===== src/rtl/fetch_pkg.sv =====
// Shared types and exception codes for the instruction-fetch pipeline.
package fetch_pkg;

  localparam logic [5:0] ECODE_ADEF = 6'h08;
  localparam logic [5:0] ECODE_TLBR = 6'h3F;

  typedef enum logic [1:0] {
    IDLE = 2'd0,
    WAIT = 2'd1,
    DROP = 2'd2
  } fetch2_state_t;

  typedef struct packed {
    logic [31:0] pc;
    logic [31:0] inst;
    logic        exc;
    logic [5:0]  ecode;
  } fetch_entry_t;

  // A misaligned PC reports ADEF even when the ITLB also faulted.
  function automatic fetch_entry_t fault_entry(logic [31:0] pc, logic [5:0] tlb_ecode);
    fetch_entry_t e;
    e.pc    = pc;
    e.inst  = '0;
    e.exc   = 1'b1;
    e.ecode = (pc[1:0] != 2'b00) ? ECODE_ADEF : tlb_ecode;
    return e;
  endfunction

endpackage


===== src/rtl/fetch2_stage_if.sv =====
// Fetch2 boundary: Fetch1 request, ICache response, ITLB fault and Decode handshake.
interface fetch2_stage_if;
  logic [31:0] pc_i;
  logic        valid_i;
  logic        flush_i;
  logic        stall_i;
  logic        ic_rvalid_i;
  logic [31:0] ic_rdata_i;
  logic        tlb_exc_i;
  logic [5:0]  tlb_ecode_i;

  logic        ic_cancel_o;
  logic        stall_o;
  logic        valid_o;
  logic [31:0] pc_o;
  logic [31:0] inst_o;
  logic        exc_o;
  logic [5:0]  ecode_o;
  logic        is_tlbr_o;

  modport master (
    output pc_i, valid_i, flush_i, stall_i, ic_rvalid_i, ic_rdata_i, tlb_exc_i, tlb_ecode_i,
    input  ic_cancel_o, stall_o, valid_o, pc_o, inst_o, exc_o, ecode_o, is_tlbr_o
  );

  modport slave (
    input  pc_i, valid_i, flush_i, stall_i, ic_rvalid_i, ic_rdata_i, tlb_exc_i, tlb_ecode_i,
    output ic_cancel_o, stall_o, valid_o, pc_o, inst_o, exc_o, ecode_o, is_tlbr_o
  );
endinterface


===== src/rtl/fetch2_skid_buf.sv =====
// One-entry holding register behind the Fetch2 output register.
module fetch2_skid_buf
  import fetch_pkg::*;
(
  input  logic         clk,
  input  logic         rstn,
  input  logic         clear,
  input  logic         push,
  input  logic         pop,
  input  fetch_entry_t din,
  output fetch_entry_t dout,
  output logic         full
);

  // Push wins over pop so a simultaneous drain and refill keeps the slot occupied.
  always_ff @(posedge clk or negedge rstn) begin
    if (!rstn) begin
      full <= 1'b0;
      dout <= '0;
    end else if (clear) begin
      full <= 1'b0;
    end else if (push) begin
      full <= 1'b1;
      dout <= din;
    end else if (pop) begin
      full <= 1'b0;
    end
  end

endmodule


===== src/rtl/fetch2_stage.sv =====
// Second fetch stage: pairs the Fetch1 PC with its ICache response and hands
// {pc, inst, exception} to Decode through an output register plus skid slot.
module fetch2_stage
  import fetch_pkg::*;
(
  input logic           clk,
  input logic           rstn,
  fetch2_stage_if.slave bus
);

  fetch2_state_t state, state_nxt;
  logic [31:0]   req_pc;
  fetch_entry_t  out_q, out_d, resp_e, fault_e, push_e, skid_e;
  logic          out_vld_q, out_vld_d;
  logic          skid_full, skid_push, skid_pop;
  logic          fault, accept, resp_vld, can_load, stall;

  assign fault    = (bus.pc_i[1:0] != 2'b00) || bus.tlb_exc_i;
  assign resp_vld = (state == WAIT) && bus.ic_rvalid_i;
  assign can_load = !out_vld_q || !bus.stall_i;
  assign stall    = ((state == WAIT) && !bus.ic_rvalid_i) || (state == DROP) || skid_full
                    || (out_vld_q && bus.stall_i && resp_vld);
  assign accept   = bus.valid_i && !stall && !bus.flush_i;
  assign resp_e   = '{pc: req_pc, inst: bus.ic_rdata_i, exc: 1'b0, ecode: 6'h0};
  assign fault_e  = fault_entry(bus.pc_i, bus.tlb_ecode_i);

  always_ff @(posedge clk or negedge rstn) begin
    if (!rstn) begin
      state  <= IDLE;
      req_pc <= '0;
    end else begin
      state <= state_nxt;
      if (accept && !fault) req_pc <= bus.pc_i;
    end
  end

  always_comb begin
    state_nxt = state;
    case (state)
      IDLE: if (accept && !fault) state_nxt = WAIT;
      WAIT: begin
        if (bus.flush_i)          state_nxt = bus.ic_rvalid_i ? IDLE : DROP;
        else if (bus.ic_rvalid_i) state_nxt = (accept && !fault) ? WAIT : IDLE;
      end
      DROP: if (bus.ic_rvalid_i) state_nxt = IDLE;
      default: state_nxt = IDLE;
    endcase
  end

  // Oldest first: skid, then this cycle's ICache response, then a same-cycle fault.
  // Whatever the output register cannot take lands in the skid slot.
  always_comb begin
    out_d     = out_q;
    out_vld_d = out_vld_q;
    skid_push = 1'b0;
    skid_pop  = 1'b0;
    push_e    = resp_e;
    if (can_load) begin
      out_vld_d = 1'b1;
      if (skid_full) begin
        out_d     = skid_e;
        skid_pop  = 1'b1;
        skid_push = resp_vld;
      end else if (resp_vld) begin
        out_d     = resp_e;
        skid_push = accept && fault;
        push_e    = fault_e;
      end else if (accept && fault) begin
        out_d = fault_e;
      end else begin
        out_vld_d = 1'b0;
      end
    end else begin
      skid_push = resp_vld || (accept && fault);
      push_e    = resp_vld ? resp_e : fault_e;
    end
  end

  always_ff @(posedge clk or negedge rstn) begin
    if (!rstn) begin
      out_vld_q <= 1'b0;
      out_q     <= '0;
    end else if (bus.flush_i) begin
      out_vld_q <= 1'b0;
    end else begin
      out_vld_q <= out_vld_d;
      out_q     <= out_d;
    end
  end

  fetch2_skid_buf u_skid (
    .clk   (clk),
    .rstn  (rstn),
    .clear (bus.flush_i),
    .push  (skid_push),
    .pop   (skid_pop),
    .din   (push_e),
    .dout  (skid_e),
    .full  (skid_full)
  );

  assign bus.ic_cancel_o = accept && fault;
  assign bus.stall_o     = stall;
  assign bus.valid_o     = out_vld_q;
  assign bus.pc_o        = out_q.pc;
  assign bus.inst_o      = out_q.inst;
  assign bus.exc_o       = out_q.exc;
  assign bus.ecode_o     = out_q.ecode;
  assign bus.is_tlbr_o   = out_q.exc && (out_q.ecode == ECODE_TLBR);

endmodule


===== src/flat_wrapper.sv =====
// flat-port wrapper written by rule: the top's interface ports become plain ports
module fetch2_stage_flat import fetch_pkg::*;
  (clk, rstn, bus_pc_i, bus_valid_i, bus_flush_i, bus_stall_i, bus_ic_rvalid_i, bus_ic_rdata_i, bus_tlb_exc_i, bus_tlb_ecode_i, bus_ic_cancel_o, bus_stall_o, bus_valid_o, bus_pc_o, bus_inst_o, bus_exc_o, bus_ecode_o, bus_is_tlbr_o);
  fetch2_stage_if bus_i ();
  input logic clk;
  input logic rstn;
  input wire logic [$bits(bus_i.pc_i)-1:0] bus_pc_i;
  input wire logic [$bits(bus_i.valid_i)-1:0] bus_valid_i;
  input wire logic [$bits(bus_i.flush_i)-1:0] bus_flush_i;
  input wire logic [$bits(bus_i.stall_i)-1:0] bus_stall_i;
  input wire logic [$bits(bus_i.ic_rvalid_i)-1:0] bus_ic_rvalid_i;
  input wire logic [$bits(bus_i.ic_rdata_i)-1:0] bus_ic_rdata_i;
  input wire logic [$bits(bus_i.tlb_exc_i)-1:0] bus_tlb_exc_i;
  input wire logic [$bits(bus_i.tlb_ecode_i)-1:0] bus_tlb_ecode_i;
  output wire logic [$bits(bus_i.ic_cancel_o)-1:0] bus_ic_cancel_o;
  output wire logic [$bits(bus_i.stall_o)-1:0] bus_stall_o;
  output wire logic [$bits(bus_i.valid_o)-1:0] bus_valid_o;
  output wire logic [$bits(bus_i.pc_o)-1:0] bus_pc_o;
  output wire logic [$bits(bus_i.inst_o)-1:0] bus_inst_o;
  output wire logic [$bits(bus_i.exc_o)-1:0] bus_exc_o;
  output wire logic [$bits(bus_i.ecode_o)-1:0] bus_ecode_o;
  output wire logic [$bits(bus_i.is_tlbr_o)-1:0] bus_is_tlbr_o;
  assign bus_i.pc_i = bus_pc_i;
  assign bus_i.valid_i = bus_valid_i;
  assign bus_i.flush_i = bus_flush_i;
  assign bus_i.stall_i = bus_stall_i;
  assign bus_i.ic_rvalid_i = bus_ic_rvalid_i;
  assign bus_i.ic_rdata_i = bus_ic_rdata_i;
  assign bus_i.tlb_exc_i = bus_tlb_exc_i;
  assign bus_i.tlb_ecode_i = bus_tlb_ecode_i;
  assign bus_ic_cancel_o = bus_i.ic_cancel_o;
  assign bus_stall_o = bus_i.stall_o;
  assign bus_valid_o = bus_i.valid_o;
  assign bus_pc_o = bus_i.pc_o;
  assign bus_inst_o = bus_i.inst_o;
  assign bus_exc_o = bus_i.exc_o;
  assign bus_ecode_o = bus_i.ecode_o;
  assign bus_is_tlbr_o = bus_i.is_tlbr_o;
  fetch2_stage u_core (.clk(clk), .rstn(rstn), .bus(bus_i));
endmodule

===== config.mk =====
export PLATFORM = sky130hd
export DESIGN_NAME = fetch2_stage_flat
export DESIGN_NICKNAME = d
export VERILOG_FILES = /design/src/rtl/fetch_pkg.sv /design/src/rtl/fetch2_stage_if.sv /design/src/rtl/fetch2_skid_buf.sv /design/src/rtl/fetch2_stage.sv /design/src/flat_wrapper.sv
export SDC_FILE = /design/constraint.sdc
export NUM_CORES = 1
export LEC_CHECK = 0
export CORE_ASPECT_RATIO = 0.6
export CORE_MARGIN = 3
export CORE_UTILIZATION = 49
export DETAILED_ROUTE_END_ITERATION = 8
export PLACE_DENSITY = 0.77
export SETUP_SLACK_MARGIN = 0.4
export SYNTH_ARGS = -nofsm -noshare
export SYNTH_HDL_FRONTEND = slang
export SYNTH_HIERARCHICAL = 1
export SYNTH_SLANG_ARGS = --single-unit

===== constraint.sdc =====
create_clock -name clk -period 2.3 [get_ports clk]
set_input_delay 0.46 -clock clk [delete_from_list [all_inputs] [get_ports clk]]
set_output_delay 0.46 -clock clk [all_outputs]
set_load 0.01 [all_outputs]

==> impl_metrics.toml <==
[status]
outcome = "complete, but fails checks"
failed_checks = "hold timing, setup timing"

[worst_setup_path]
critPathBufInv = 5
r2r_start = "u_core/state[1]"
path_cells = "and2b_2 -> a211oi_4 -> buf_6 -> a21oi_1 -> a31oi_4 -> nor2b_4 -> buf_6 -> buf_8 -> buf_12 -> buf_12 -> mux2_4"
critPathMaxFanout = 8
path_class = "flip-flop to flip-flop"
start_kind = "flip-flop"
critPathArrivalTime_ns = 2.74
timing.reg2reg.setup_slack_ns = -0.14
crit_slowest_cell = "dfrtp_1"
critical_path.top_delay_family = "buffers and inverters"
cp-end-kind = "flip-flop"
max_stage_delay_ns = 0.40
r2r_cells = 11
r2r_end = "u_core/u_skid/dout[53]"
crit_required_ns = 2.60

[detailed_routing]
ant_nets = 0
vias = 6484
first_pass_iters = 6
wl_per_cell_um = 20.82
drcViolationCount = 0
initialDrtViolationCount = 467
vias_per_cell = 5.449
wl_mm = 24.77

[cts]
cts_buffers = 17
cts.sinks = 178
cts_tree = "yes"
cts_hold_buf = 0
htreeDepth = 4
clk_pin_slew_ns = 0.08
max-clock-path-buffers = 2
clk_latency_ns = 0.43
cts_root_buf = "clkbuf_16"

[layout]
area_delta_synth_final_pct = 37.14
final_util = 0.6988
nFillCells = 1215
insertedDiodeCount = 0
final_layout_size_suffix_gt1_frac = 0.3979
final_nets = 1015

[sta]
slew_viol_final = 0
fin_crit_sh = 1.059
rsz0062_at_grt = "true"
worst_hold_slack_ns = -0.01575
skew_ns = 0.009826
finalSetupViolCount = 71
slew_headroom = 0.4939
hold_viol = 8
layout_setup_ws_ns = -0.1360
tightest_slew_ns = 0.7591
clock.fmax_ghz = 0.4105
timing.final.crit_period_ns = 2.436

[yosys]
synth_warnings = 6
synth_commonest_cells = "dfrtp_1 (178), mux2_4 (140), nand2_1 (103)"
syn_nets = 796
synthFlopType = "dfrtp_1"
yosys.cell_count.top_type = "dfrtp_1"
syn-cell-area_um2 = 9375
syn_inst = 719
postSynthAreaPerCell_um2 = 13.04
yosysTopAreaCell = "dfrtp_1"
synth_edf_count = 0
synthTopCellsByArea = "dfrtp_1 (48%), mux2_4 (22%), mux2_2 (7.7%)"
yosysUniqueCellTypes = 40
netlist.area_leader.share = 0.4751
yosysSeqAreaShare = 0.4751
async_flop_share = 1.000
synth-seq-cells = 178

[job]
cap_violations = 0

[global_routing]
first_global_vias = 6617
grt_usage = 0.2317
grtUsageMet2 = 0.3478
grt_busiest_layer = "met1"
met3_usage = 0.04562
grt_pass1_wl_mm = 37.59
grt_util_met1 = 0.3495
overflow = 0
grt_max_degree = 76
antenna_found_initial = 0

[floorplan]
num_io_pins = 152
start_util = 0.5095
core_area_um2 = 18400
die_h_um = 113.1
dieArea_um2 = 20880
rows = 38
dieWidth_um = 184.6

[placement]
dp_hpwl_mm = 14.45
io_buffers = 151
dp_slack_ns = -0.5793
gp_congestion = 0.8239

[power]
p_per_area_nw_per_um2 = 695.0
irDropWorstVdd_v = 0.0006140
total_power_uw = 8936
cellLeakagePower_uw = 0.005716

[min_path]
min_path_type = "primary input to asynchronous set/reset pin"
==> report_power, final <==
part | switching, µW | internal [µW] | total [µW]
clock | 1290 | 1610 | 2900
combinational | 707 | 1330 | 2030
sequential | 359 | 3640 | 4000
==> worst register-to-register path: cells and delay by family, from the launching register on <==
kind	cells	cell delay (ns)
muxes	1	0.31
and+or+nand+nor	2	0.45
DFF	1	0.40
AOI/OAI and AO/OA	3	0.53
buffers and inverters	5	0.64
==> worst max path at each step <==
stage                        from                     end  slack (ns)  cells past startpoint
6_report          u_core/state[1]  u_core/u_skid/dout[53]       -0.14                     11
5_1_grt           u_core/state[1]  u_core/u_skid/dout[52]       -0.17                     11
3_5_place_dp      bus_ic_rvalid_i         bus_ic_cancel_o       -0.58                      6
2_1_floorplan     u_core/state[1]   u_core/u_skid/dout[0]        0.15                     10
4_1_cts        u_core/bus.valid_o  u_core/u_skid/dout[53]      -0.005                     11
3_3_place_gp      bus_ic_rvalid_i  u_core/u_skid/dout[65]       -0.51                      8
==> layout by cell type (no fill, tap or decap), types with 2 or more instances in the layout <==
| cell | netlist | routed |
|---|---|---|
| a21oi_1 | 6 | 6 |
| a22o_1 | 5 | 5 |
| and2_1 | 35 | 35 |
| and2b_2 | 1 | 2 |
| and3_1 | 5 | 5 |
| buf_12 | 15 | 22 |
| buf_16 | 0 | 10 |
| buf_4 | 2 | 43 |
| buf_6 | 2 | 16 |
| buf_8 | 0 | 4 |
| bufbuf_16 | 0 | 2 |
| bufinv_16 | 0 | 2 |
| clkbuf_16 | 0 | 21 |
| clkdlybuf4s50_1 | 0 | 131 |
| clkinv_2 | 0 | 2 |
| clkinv_4 | 0 | 2 |
| clkinvlp_4 | 0 | 3 |
| dfrtp_1 | 178 | 177 |
| dlygate4sd2_1 | 0 | 10 |
| dlymetal6s2s_1 | 0 | 7 |
| inv_1 | 3 | 2 |
| inv_6 | 0 | 5 |
| mux2_2 | 64 | 62 |
| mux2_4 | 140 | 142 |
| mux2i_1 | 32 | 30 |
| mux2i_2 | 0 | 2 |
| nand2_1 | 103 | 95 |
| nand2_2 | 1 | 9 |
| nor2_1 | 7 | 7 |
| nor3_1 | 3 | 2 |
| o21ai_0 | 65 | 4 |
| o21ai_1 | 0 | 49 |
| o21ai_2 | 0 | 12 |
==> flip-flops by register name (all words and copies together) (netlist names) <==
name                cells
u_core/u_skid/dout     71
u_core/state            2
u_core/bus.inst_o      32
u_core/bus.ecode_o      6
u_core/bus.valid_o      1
u_core/u_skid/full      1
u_core/bus.pc_o        32
u_core/req_pc          32
u_core/bus.exc_o        1
==> layer usage <==
| layer | routed length, µm | part of all wire |
|---|---|---|
| met5 | 0 | 0 |
| met1 | 11930 | 0.48 |
| met2 | 11240 | 0.45 |
| met4 | 233 | 0.0094 |
| met3 | 1371 | 0.055 |
==> through the flow <==
step	cell area [µm²]	std cells	setup TNS, ns
finish	12860	1190	-5.511
global route	12860	1190	-7.935
CTS	12530	1177	-0.01987
detailed placement	11180	1103	-58.03
global placement	11180	1103	-52.53
floorplan	9400	719	0
==> final cells by class <==
type / instances / area (µm²) / share of cell area
multi-input cells: 488 / 4571 / 0.3555
flip-flops and latches: 178 / 4458 / 0.3467
repair buffers: 250 / 2935 / 0.2283
clock buffers: 17 / 425.4 / 0.03309
well taps: 240 / 300.3 / 0.02336
clock inverters: 14 / 153.9 / 0.01197
inverters: 3 / 13.76 / 0.001070
==> timing repair <==
item                       in CTS  in global routing
gates cloned                   11                  4
setup endpoints to repair     176                151
gates resized for setup       119                 54
pin swaps                      13                  5
setup buffers                  32                  9
==> kinds of logic after synthesis <==
| kind of cell | Yosys count | share of synthesized area |
|---|---|---|
| AO/OA/AOI/OAI | 84 | 0.05058 |
| buffers and inverters | 53 | 0.05405 |
| AND/OR/NAND/NOR | 168 | 0.08502 |
| flip-flops | 178 | 0.4751 |
| multiplexers | 236 | 0.3352 |
No activity file was read; power rests on OpenSTA's default activity.
